File: src/rtl/bp_pkg.sv
`default_nettype none
// +------------------------------------------------------------------+
// | Package  : bp_pkg                                                |
// | Purpose  : Shared helpers for the branch predictor: index width, |
// |            index/tag extraction, saturating counter arithmetic   |
// |            and counter reset value.                              |
// | Revision : 1.0 - initial parametrised predictor                  |
// +------------------------------------------------------------------+
package bp_pkg;

  // Index width for a power-of-two table depth.
  function automatic int bp_idx_w(input int entries);
    return $clog2(entries);
  endfunction

  // Table index: word-aligned PC bits just above the byte offset.
  function automatic logic [31:0] bp_idx(input logic [31:0] pc, input int idx_w);
    logic [31:0] mask;
    mask = (32'd1 << idx_w) - 32'd1;
    return (pc >> 2) & mask;
  endfunction

  // Tag: the TAG_BITS bits directly above the index; zero when untagged.
  function automatic logic [31:0] bp_tag(input logic [31:0] pc, input int idx_w,
                                         input int tag_bits);
    logic [31:0] mask;
    if (tag_bits == 0) begin
      return 32'd0;
    end
    mask = (tag_bits >= 32) ? 32'hFFFF_FFFF : ((32'd1 << tag_bits) - 32'd1);
    return (pc >> (idx_w + 2)) & mask;
  endfunction

  // Saturating up/down counter step for widths up to 4 bits.
  function automatic logic [3:0] bp_sat_upd(input logic [3:0] c, input logic up,
                                            input int bits);
    logic [3:0] cmax;
    cmax = 4'((5'd1 << bits) - 5'd1);
    if (up) begin
      return (c == cmax) ? c : c + 4'd1;
    end
    return (c == 4'd0) ? c : c - 4'd1;
  endfunction

  // Weakly not-taken reset value: 2^(bits-1)-1, which is 0 for a 1-bit counter.
  function automatic logic [3:0] bp_ctr_rst(input int bits);
    if (bits <= 1) begin
      return 4'd0;
    end
    return 4'((5'd1 << (bits - 1)) - 5'd1);
  endfunction

endpackage : bp_pkg
`default_nettype wire

File: src/rtl/bp_btb.sv
`default_nettype none
// +------------------------------------------------------------------+
// | Module   : bp_btb                                                |
// | Purpose  : Direct-mapped tagged branch target buffer. Combinational|
// |            read port, synchronous write port, valid bits cleared |
// |            asynchronously by the active-low reset.               |
// | Revision : 1.0 - initial parametrised predictor                  |
// +------------------------------------------------------------------+
module bp_btb #(
  parameter int ENTRIES = 16,
  parameter int IDX_W   = 4,
  parameter int TAG_W   = 8
) (
  input  logic             CLK,
  input  logic             RST,
  input  logic [IDX_W-1:0] i_rd_idx,
  input  logic [TAG_W-1:0] i_rd_tag,
  output logic             o_rd_hit,
  output logic [31:0]      o_rd_target,
  input  logic             i_wr_en,
  input  logic [IDX_W-1:0] i_wr_idx,
  input  logic [TAG_W-1:0] i_wr_tag,
  input  logic [31:0]      i_wr_target
);

  logic [ENTRIES-1:0] r_valid;
  logic [TAG_W-1:0]   r_tag    [ENTRIES];
  logic [31:0]        r_target [ENTRIES];

  // Valid bits: only these need a reset, a cleared valid masks stale tag/target.
  always_ff @(posedge CLK or negedge RST) begin
    if (!RST) begin
      r_valid <= '0;
    end else if (i_wr_en) begin
      r_valid[i_wr_idx] <= 1'b1;
    end
  end

  // Tag and target payload, written on every allocation or replacement.
  always_ff @(posedge CLK) begin
    if (i_wr_en) begin
      r_tag[i_wr_idx]    <= i_wr_tag;
      r_target[i_wr_idx] <= i_wr_target;
    end
  end

  // Read port returns pre-write contents on a same-cycle collision.
  always_comb begin
    o_rd_hit    = r_valid[i_rd_idx] && (r_tag[i_rd_idx] == i_rd_tag);
    o_rd_target = r_target[i_rd_idx];
  end

endmodule : bp_btb
`default_nettype wire

File: src/rtl/branch_predictor.sv
`default_nettype none
// +------------------------------------------------------------------+
// | Module   : branch_predictor                                      |
// | Purpose  : Bimodal (or gshare) saturating-counter predictor plus |
// |            tagged BTB. Zero-latency lookup from IF, one update   |
// |            per cycle from ID.                                    |
// | Options  : BP_GSHARE_EN - XOR global history into counter index  |
// | Revision : 1.0 - initial parametrised predictor                  |
// +------------------------------------------------------------------+
module branch_predictor
  import bp_pkg::*;
#(
  parameter int ENTRIES  = 16,
  parameter int CTR_BITS = 2,
  parameter int TAG_BITS = 8,
  parameter int GHR_BITS = 4
) (
  input  logic        CLK,
  input  logic        RST,
  input  logic [31:0] pred_pc,
  output logic        pred_hit,
  output logic        pred_taken,
  output logic [31:0] pred_target,
  input  logic        upd_valid,
  input  logic [31:0] upd_pc,
  input  logic        upd_taken,
  input  logic [31:0] upd_target
);

  localparam int c_IDX_W = bp_idx_w(ENTRIES);
  // Untagged builds still keep a 1-bit tag that is always written/compared as 0.
  localparam int c_TAG_W = (TAG_BITS == 0) ? 1 : TAG_BITS;
  localparam logic [CTR_BITS-1:0] c_CTR_RST = CTR_BITS'(bp_ctr_rst(CTR_BITS));

  logic [c_IDX_W-1:0]  w_pidx;
  logic [c_IDX_W-1:0]  w_uidx;
  logic [c_TAG_W-1:0]  w_ptag;
  logic [c_TAG_W-1:0]  w_utag;
  logic [c_IDX_W-1:0]  w_cidx_rd;
  logic [c_IDX_W-1:0]  w_cidx_wr;
  logic [CTR_BITS-1:0] w_ctr_rd;
  logic                w_btb_hit;
  logic [31:0]         w_btb_target;
  logic [CTR_BITS-1:0] r_ctr [ENTRIES];

  assign w_pidx = c_IDX_W'(bp_idx(pred_pc, c_IDX_W));
  assign w_uidx = c_IDX_W'(bp_idx(upd_pc, c_IDX_W));
  assign w_ptag = c_TAG_W'(bp_tag(pred_pc, c_IDX_W, TAG_BITS));
  assign w_utag = c_TAG_W'(bp_tag(upd_pc, c_IDX_W, TAG_BITS));

`ifdef BP_GSHARE_EN
  logic [GHR_BITS-1:0] r_ghr;

  // Lookup and update both hash with the current history; the update's own
  // outcome only shifts in at the edge, so it sees the pre-shift value.
  assign w_cidx_rd = w_pidx ^ c_IDX_W'(r_ghr);
  assign w_cidx_wr = w_uidx ^ c_IDX_W'(r_ghr);

  generate
    if (GHR_BITS == 1) begin : g_ghr_one
      // Single-bit history simply remembers the last resolved outcome.
      always_ff @(posedge CLK or negedge RST) begin
        if (!RST) begin
          r_ghr <= '0;
        end else if (upd_valid) begin
          r_ghr <= upd_taken;
        end
      end
    end else begin : g_ghr_shift
      // Shift the resolved outcome into the history register.
      always_ff @(posedge CLK or negedge RST) begin
        if (!RST) begin
          r_ghr <= '0;
        end else if (upd_valid) begin
          r_ghr <= {r_ghr[GHR_BITS-2:0], upd_taken};
        end
      end
    end
  endgenerate
`else
  // History length has no meaning for a bimodal predictor.
  localparam int c_unused_ghr_bits = GHR_BITS;

  assign w_cidx_rd = w_pidx;
  assign w_cidx_wr = w_uidx;
`endif

  // Saturating counter training; counters are untagged so aliases share one.
  always_ff @(posedge CLK or negedge RST) begin
    if (!RST) begin
      for (int i = 0; i < ENTRIES; i++) begin
        r_ctr[i] <= c_CTR_RST;
      end
    end else if (upd_valid) begin
      r_ctr[w_cidx_wr] <= CTR_BITS'(bp_sat_upd(4'(r_ctr[w_cidx_wr]), upd_taken, CTR_BITS));
    end
  end

  // BTB only learns taken branches; a not-taken miss never allocates.
  bp_btb #(
    .ENTRIES (ENTRIES),
    .IDX_W   (c_IDX_W),
    .TAG_W   (c_TAG_W)
  ) u_btb (
    .CLK         (CLK),
    .RST         (RST),
    .i_rd_idx    (w_pidx),
    .i_rd_tag    (w_ptag),
    .o_rd_hit    (w_btb_hit),
    .o_rd_target (w_btb_target),
    .i_wr_en     (upd_valid && upd_taken),
    .i_wr_idx    (w_uidx),
    .i_wr_tag    (w_utag),
    .i_wr_target (upd_target)
  );

  // Same-cycle prediction; a BTB miss falls through to the sequential PC.
  always_comb begin
    w_ctr_rd    = r_ctr[w_cidx_rd];
    pred_hit    = w_btb_hit;
    pred_taken  = w_btb_hit && w_ctr_rd[CTR_BITS-1];
    pred_target = w_btb_hit ? w_btb_target : pred_pc + 32'd4;
  end

endmodule : branch_predictor
`default_nettype wire

File: config.mk
export PLATFORM = sky130hd
export DESIGN_NAME = branch_predictor
export DESIGN_NICKNAME = d
export VERILOG_FILES = /design/src/rtl/bp_pkg.sv /design/src/rtl/bp_btb.sv /design/src/rtl/branch_predictor.sv
export SDC_FILE = /design/constraint.sdc
export NUM_CORES = 1
export LEC_CHECK = 0
export ABC_AREA = 1
export CAP_MARGIN = 25
export CORE_ASPECT_RATIO = 1.1
export CORE_MARGIN = 1.5
export CORE_UTILIZATION = 61
export CTS_CLUSTER_SIZE = 20
export DETAILED_ROUTE_END_ITERATION = 10
export PLACE_DENSITY_LB_ADDON = 0.05
export RECOVER_POWER = 25
export SETUP_SLACK_MARGIN = 0.4
export SYNTH_ARGS = -nofsm -noshare
export SYNTH_HDL_FRONTEND = slang
export SYNTH_SLANG_ARGS = --single-unit
File: constraint.sdc
create_clock -name CLK -period 4.6 [get_ports CLK]
set_input_delay 0.92 -clock CLK [delete_from_list [all_inputs] [get_ports CLK]]
set_output_delay 0.92 -clock CLK [all_outputs]
set_load 0.01 [all_outputs]
==> results.yml, run 1 <==
run_status:
  status: "finished with violations"
  violations: "max-capacitance violations, max-slew violations"
synth:
  synth_top_area_cell: "edfxtp_1"
  netlist_area_um2: 29000
  yosys_warnings: 0
  postSynth.asyncResetShare_pct: 6.98
  yosys_most_used_dff: "edfxtp_1"
  synth_top_area_share_pct: 66.2
  synth_area_leaders: "edfxtp_1 (66%), nand2_1 (5.2%), o21ai_0 (4.6%), nor2_1 (4.5%), nand3_1 (3.4%)"
  synth_seq_cells: 688
  syn_inst: 2490
  synth_seq_area_share_pct: 70.4
  synth_edf_count: 640
  ys_top_cells_by_count: "edfxtp_1 (640), nand2_1 (401), nor2_1 (351)"
  avgSynthCellArea_um2: 11.7
  synthDistinctLibCells: 47
  yosysMostFrequentCell: "edfxtp_1"
  syn-num-nets: 2591
final_layout:
  layoutNonFillerInstCount: 3312
  synthToLayoutAreaGrowth_pct: 17.5
  drive_gt1_share_pct: 11.3
  fin_nets: 2731
  fillers: 3141
  design_area_um2: 34100
  utilization_pct: 72.8
setup_path:
  critical_path_required_ps: 3680
  rr_endpoint: "r_ctr[27]"
  reg2reg_from: "r_ctr[23]"
  arrival_ps: 3160
  critPathCaptureType: "output pin"
  r2r_slack_ps: 2420
  crit_fanout: 13
  worstSetupStartpointType: "primary input"
  crit_start: "pred_pc[4]"
  ff2ff_path_depth: 9
  worstSetupPathType: "in2out"
place:
  placedCellCount: 3173
  dp_slack_ps: -2.64
  dp_hpwl_um: 41200
  place_area_um2: 31400
  place.gp.congestion: 0.942
  portBuffers: 113
clock_tree:
  clock_path_buffers: 3
  cts-root-buf: "clkbuf_16"
  cts_buffers: 69
  cts.sinks: 688
  clk_latency_ps: 590
  htreeDepth: 3
  clk_pin_slew_ps: 60
  cts-hold-fix-buffers: 0
  tritoncts: "done"
timing:
  setup-violations-final: 0
  setup_tns_ps: 0
  min_period_ps: 4080
  slew_viol_final: 31
  hold_viol_final: 0
  slew_headroom_pct: -11.4
  worst_slack_ps: 521
  max_freq_mhz: 245
  skew_ps: 5.21
  rsz0062_at_grt: "yes"
  whs_ps: 470
  tightest_slew_ps: 1670
  period_share_pct: 88.7
drt:
  drt_wl_total_um: 77700
  routed_via_density: 6.12
  first_iter_violations: 2652
  wire_per_inst_um: 23.5
  route.detailed.drc: 0
  dr.pass1.iters: 5
  vias: 20300
  ant_nets: 0
floorplanning:
  io_pins: 134
  die_y_um: 232
  coreArea_um2: 46800
  start_util_pct: 62.0
  fp.dieW_um: 211
  rows: 83
  die_area_um2: 48900
global_route:
  grt_start_max_net_pins: 147
  grtUsageTotal_pct: 31.7
  gr-total-overflow: 0
  grt_use_met1_pct: 44.2
  use_met2_pct: 50.6
  antenna_found_initial: 5
  grt_pass1_vias: 19200
  grtUsageMet3_pct: 4.72
  grt.busiest_layer: "met2"
  grt_first_pass_wirelength_um: 114000
job:
  maxCapViolCount: 1
pwr:
  vdd_drop_max_uv: 378
  p_per_area_nw_per_um2: 397
  total_power_mw: 13.5
  power_leakage_nw: 12.4
min_path:
  hold_path_depth: 1
  min_to: "u_btb.r_valid[14]"
  min_from: "u_btb.r_valid[14]"
  hold_path.class: "reg2reg"
## routing by layer
metal | part of all wire (%) | vias to the layer above
met2 | 47 | 1071
met5 | 0.039 | -
met3 | 9.4 | 203
met1 | 40 | 9844
li1 | - | 9152
met4 | 3.5 | 4
## cell type report
class / instances / area [um2] / area share (%)
timing repair buffer: 220 / 2740 / 8.02
sequential: 688 / 20400 / 59.9
multi-input combinational: 1511 / 7480 / 21.9
timing repair inverter: 1 / 8.76 / 0.0257
tap: 637 / 797 / 2.34
clock buffer: 83 / 1820 / 5.34
inverter: 139 / 561 / 1.64
clock inverter: 31 / 259 / 0.759
antenna: 2 / 5.00 / 0.0147
## worst max-delay path, stage by stage
cell	delay, ps
buf_2	240
buf_4	290
nand3_1	120
nand3_1	160
nand2_1	80
nand2_1	90
inv_2	40
nor2_2	100
nand2_2	100
nor2_8	180
buf_12	150
nand3_1	70
nand2_1	70
clkdlybuf4s50_1	520
## worst max-delay path by stage
stage	end	slack [ps]	depth (start not counted)
after global placement	pred_target[18]	40	15
final	pred_target[2]	520	14
after global routing	pred_target[2]	380	19
after CTS	pred_target[24]	280	17
after detailed placement	pred_target[24]	-3	15
after floorplan	u_btb.r_tag[6][0]	20	3
## layout by cell type (no fill, tap or decap), types with 9 or more instances in the layout
cell type	n
dfrtp_1	32
edfxtp_1	640
clkbuf_16	78
dlymetal6s2s_1	24
nand2_1	395
a22oi_1	9
nor2_2	12
o21ai_0	268
dfstp_2	16
buf_4	51
o22ai_1	73
o221ai_1	55
o21ai_1	21
nor2_1	335
nand2_2	14
nand3_1	199
inv_1	126
dlygate4sd3_1	21
xor2_1	16
clkbuf_1	13
nor2_4	16
dlygate4sd2_1	14
o211ai_1	19
a31oi_1	15
clkinv_1	15
buf_12	34
clkdlybuf4s50_1	49
## logic make-up (layout without fill, tap and decap cells)
family          after synthesis  in the layout  synth area share (%)
buf+inv                     291            474                  4.55
flops                       688            688                  70.4
xor+xnor                     28             28                 0.845
other cells                   0              2                     0
fa+ha+maj                     1              1                0.0431
simple gates               1007           1007                  14.5
compound gates              475            475                  9.65
## timing repair
| item | 4_1_cts | 5_1_grt |
|---|---|---|
| resized for setup | 45 | 44 |
| endpoints found under the hold margin | 0 | 0 |
| buffers inserted | 3 | 9 |
| endpoints found under the setup margin | 34 | 26 |
| pin swaps | 6 | 5 |
| gates cloned | 3 | 8 |
## flip-flops by register name (all words and copies together), names as in the netlist
register and cells:
u_btb.r_target 512, r_ctr 32, u_btb.r_valid 16, u_btb.r_tag 128
## report_power, final
group	switching [mW]	internal, mW
logic	0.767	0.414
registers	0.0753	7.03
clock network	2.23	3.03
(Power assumes the default switching activity.)
==> run 2, diff against run 1 <==
--- a/config.mk
+++ b/config.mk
@@ -9,7 +9,7 @@
 export CAP_MARGIN = 25
 export CORE_ASPECT_RATIO = 1.1
 export CORE_MARGIN = 1.5
-export CORE_UTILIZATION = 61
+export CORE_UTILIZATION = 55
 export CTS_CLUSTER_SIZE = 20
 export DETAILED_ROUTE_END_ITERATION = 10
 export PLACE_DENSITY_LB_ADDON = 0.05
==> constraint.sdc (replaced) <==
create_clock -name CLK -period 3.7 [get_ports CLK]
set_input_delay 0.37 -clock CLK [delete_from_list [all_inputs] [get_ports CLK]]
set_output_delay 0.37 -clock CLK [all_outputs]
set_load 0.01 [all_outputs]
==> results.yml, run 2 (same netlist as run 1, synthesis figures left out) <==
run_status:
  status: "finished clean"
place:
  dp_slack_ps: 4.85
  placedCellCount: 3206
  place_area_um2: 31300
  place.gp.congestion: 0.914
  portBuffers: 113
  dp_hpwl_um: 43100
timing:
  period_share_pct: 90.3
  slew_viol_final: 0
  skew_ps: 7.40
  rsz0062_at_grt: "yes"
  max_freq_mhz: 299
  hold_viol_final: 0
  slew_headroom_pct: 39.7
  min_period_ps: 3340
  tightest_slew_ps: 905
  setup_tns_ps: 0
  setup-violations-final: 0
  worst_slack_ps: 361
  whs_ps: 417
pwr:
  power.share.sequential_pct: 52.4
  power_leakage_nw: 12.0
  vdd_drop_max_uv: 354
  power_frac_clock_pct: 39.1
  p_int_mw: 12.9
  pwr-share-comb_pct: 8.4
  power.switching_mw: 3.91
  p_per_area_nw_per_um2: 501
  p_sw_share_pct: 23.2
  total_power_mw: 16.8
setup_path:
  crit_fanout: 15
  arrival_ps: 2970
  ff2ff_path_depth: 9
  reg2reg_from: "r_ctr[23]"
  r2r_slack_ps: 1490
  rr_endpoint: "r_ctr[27]"
  crit_start: "pred_pc[4]"
  worstSetupStartpointType: "primary input"
  worstSetupPathType: "in2out"
  critical_path_required_ps: 3330
  critPathCaptureType: "output pin"
job:
  maxCapViolCount: 0
final_layout:
  largest_reg_flops: 512
  drive_gt1_share_pct: 10.7
  utilization_pct: 64.3
  design_area_um2: 33600
  synthToLayoutAreaGrowth_pct: 15.8
  final_cell_mix: "edfxtp_1 (640), nand2_1 (400), nor2_1 (332), o21ai_0 (269), nand3_1 (199)"
  top_register: "u_btb.r_target"
  reg_top3: "u_btb.r_target: 512 flops, u_btb.r_tag: 128 flops, r_ctr: 32 flops"
  fillers: 4048
  layout_commonest_cell: "edfxtp_1"
  fin_nets: 2723
  layoutNonFillerInstCount: 3351
drt:
  first_iter_violations: 2334
  dr.pass1.iters: 5
  drt_wl_total_um: 79900
  routed_via_density: 6.00
  vias: 20100
  wire_per_inst_um: 23.8
  ant_nets: 0
  route.detailed.drc: 0
clock_tree:
  htreeDepth: 3
  clk_pin_slew_ps: 60
  cts.sinks: 688
  cts_buffers: 71
  cts-root-buf: "clkbuf_16"
  clock_path_buffers: 3
  clk_latency_ps: 600
  tritoncts: "done"
floorplanning:
  start_util_pct: 55.5
  die_y_um: 244
  coreArea_um2: 52300
  rows: 88
  io_pins: 134
  die_area_um2: 54200
  fp.dieW_um: 222
global_route:
  grtUsageTotal_pct: 29.4
  grt_start_max_net_pins: 179
  antenna_found_initial: 4
  grt_first_pass_wirelength_um: 118000
  grt_pass1_vias: 19100
  gr-total-overflow: 0
min_path:
  hold_path.class: "in2async"
[run 2: cell types whose count changed in the layout (fill, tap and decap cells not counted), sizes merged, moves of 3 or more]
cell and change:
inv +3, dlygate4sd2 +9, clkbuf +10, dlymetal6s2s -18
clkinv -6, buf -3, dlygate4sd3 +3
[run 2: how the worst max path moves through the flow]
stage | cells after the start | slack [ps] | to
6_report | 10 | 360 | pred_target[31]
5_1_grt | 18 | 260 | pred_target[31]
4_1_cts | 10 | 260 | pred_target[31]
3_5_place_dp | 13 | 5 | pred_target[26]
3_3_place_gp | 13 | 70 | pred_target[26]
2_1_floorplan | 3 | -330 | u_btb.r_tag[6][0]
[run 2: critical path: stages]
cell and delay (ps):
buf_2 250, buf_4 350, nand3_2 210, nor3_2 270
and3_1 280, nand4_1 120, xnor2_1 310, nand2_1 120
nand2_1 130, clkdlybuf4s50_1 550
[run 2: metal layers]
| layer | GRT usage (%) | routed length (um) | share of wire, % | vias up |
|---|---|---|---|---|
| met5 | 0 | 17 | 0.021 | - |
| met4 | 11.5 | 2510 | 3.1 | 4 |
| met3 | 5.26 | 6500 | 8.1 | 159 |
| met2 | 46.7 | 37900 | 47 | 864 |
| met1 | 40.7 | 33000 | 41 | 9926 |
| li1 | - | - | - | 9142 |
[run 2: power groups by stage]
stage | sequential (mW) | clock [mW] | combinational (mW)
detailed placement | 8.99 | 0 | 1.38
CTS | 8.83 | 6.69 | 1.40
global placement | 8.98 | 0 | 1.36
global route | 8.84 | 6.99 | 1.55
finish | 8.83 | 6.59 | 1.42
floorplan | 8.96 | 0 | 0.798
[run 2: repair_timing]
action                     CTS  global route
setup endpoints to repair   34            20
resized for setup           50            22
hold buffers                 1             0
gates cloned                 2             1
hold endpoints to repair    14             0
setup buffers                8             6
pin swaps                    6             6
[run 2: area by class of cell]
class	instances	area [um2]	area share, %
inverter	139	536	1.59
timing repair buffer	209	2220	6.61
clock inverter	27	208	0.618
tap	675	845	2.51
clock buffer	97	1900	5.64
antenna	3	7.51	0.0223
sequential	688	20400	60.8
multi-input combinational	1513	7460	22.2
==> run 3, diff against run 2 <==
--- a/config.mk
+++ b/config.mk
@@ -6,6 +6,7 @@
 export NUM_CORES = 1
 export LEC_CHECK = 0
 export ABC_AREA = 1
+export ABC_CLOCK_PERIOD_IN_PS = 3700
 export CAP_MARGIN = 25
 export CORE_ASPECT_RATIO = 1.1
 export CORE_MARGIN = 1.5
==> results of run 3 <==
Final layout, timing and power as in run 2 (identical DEF).
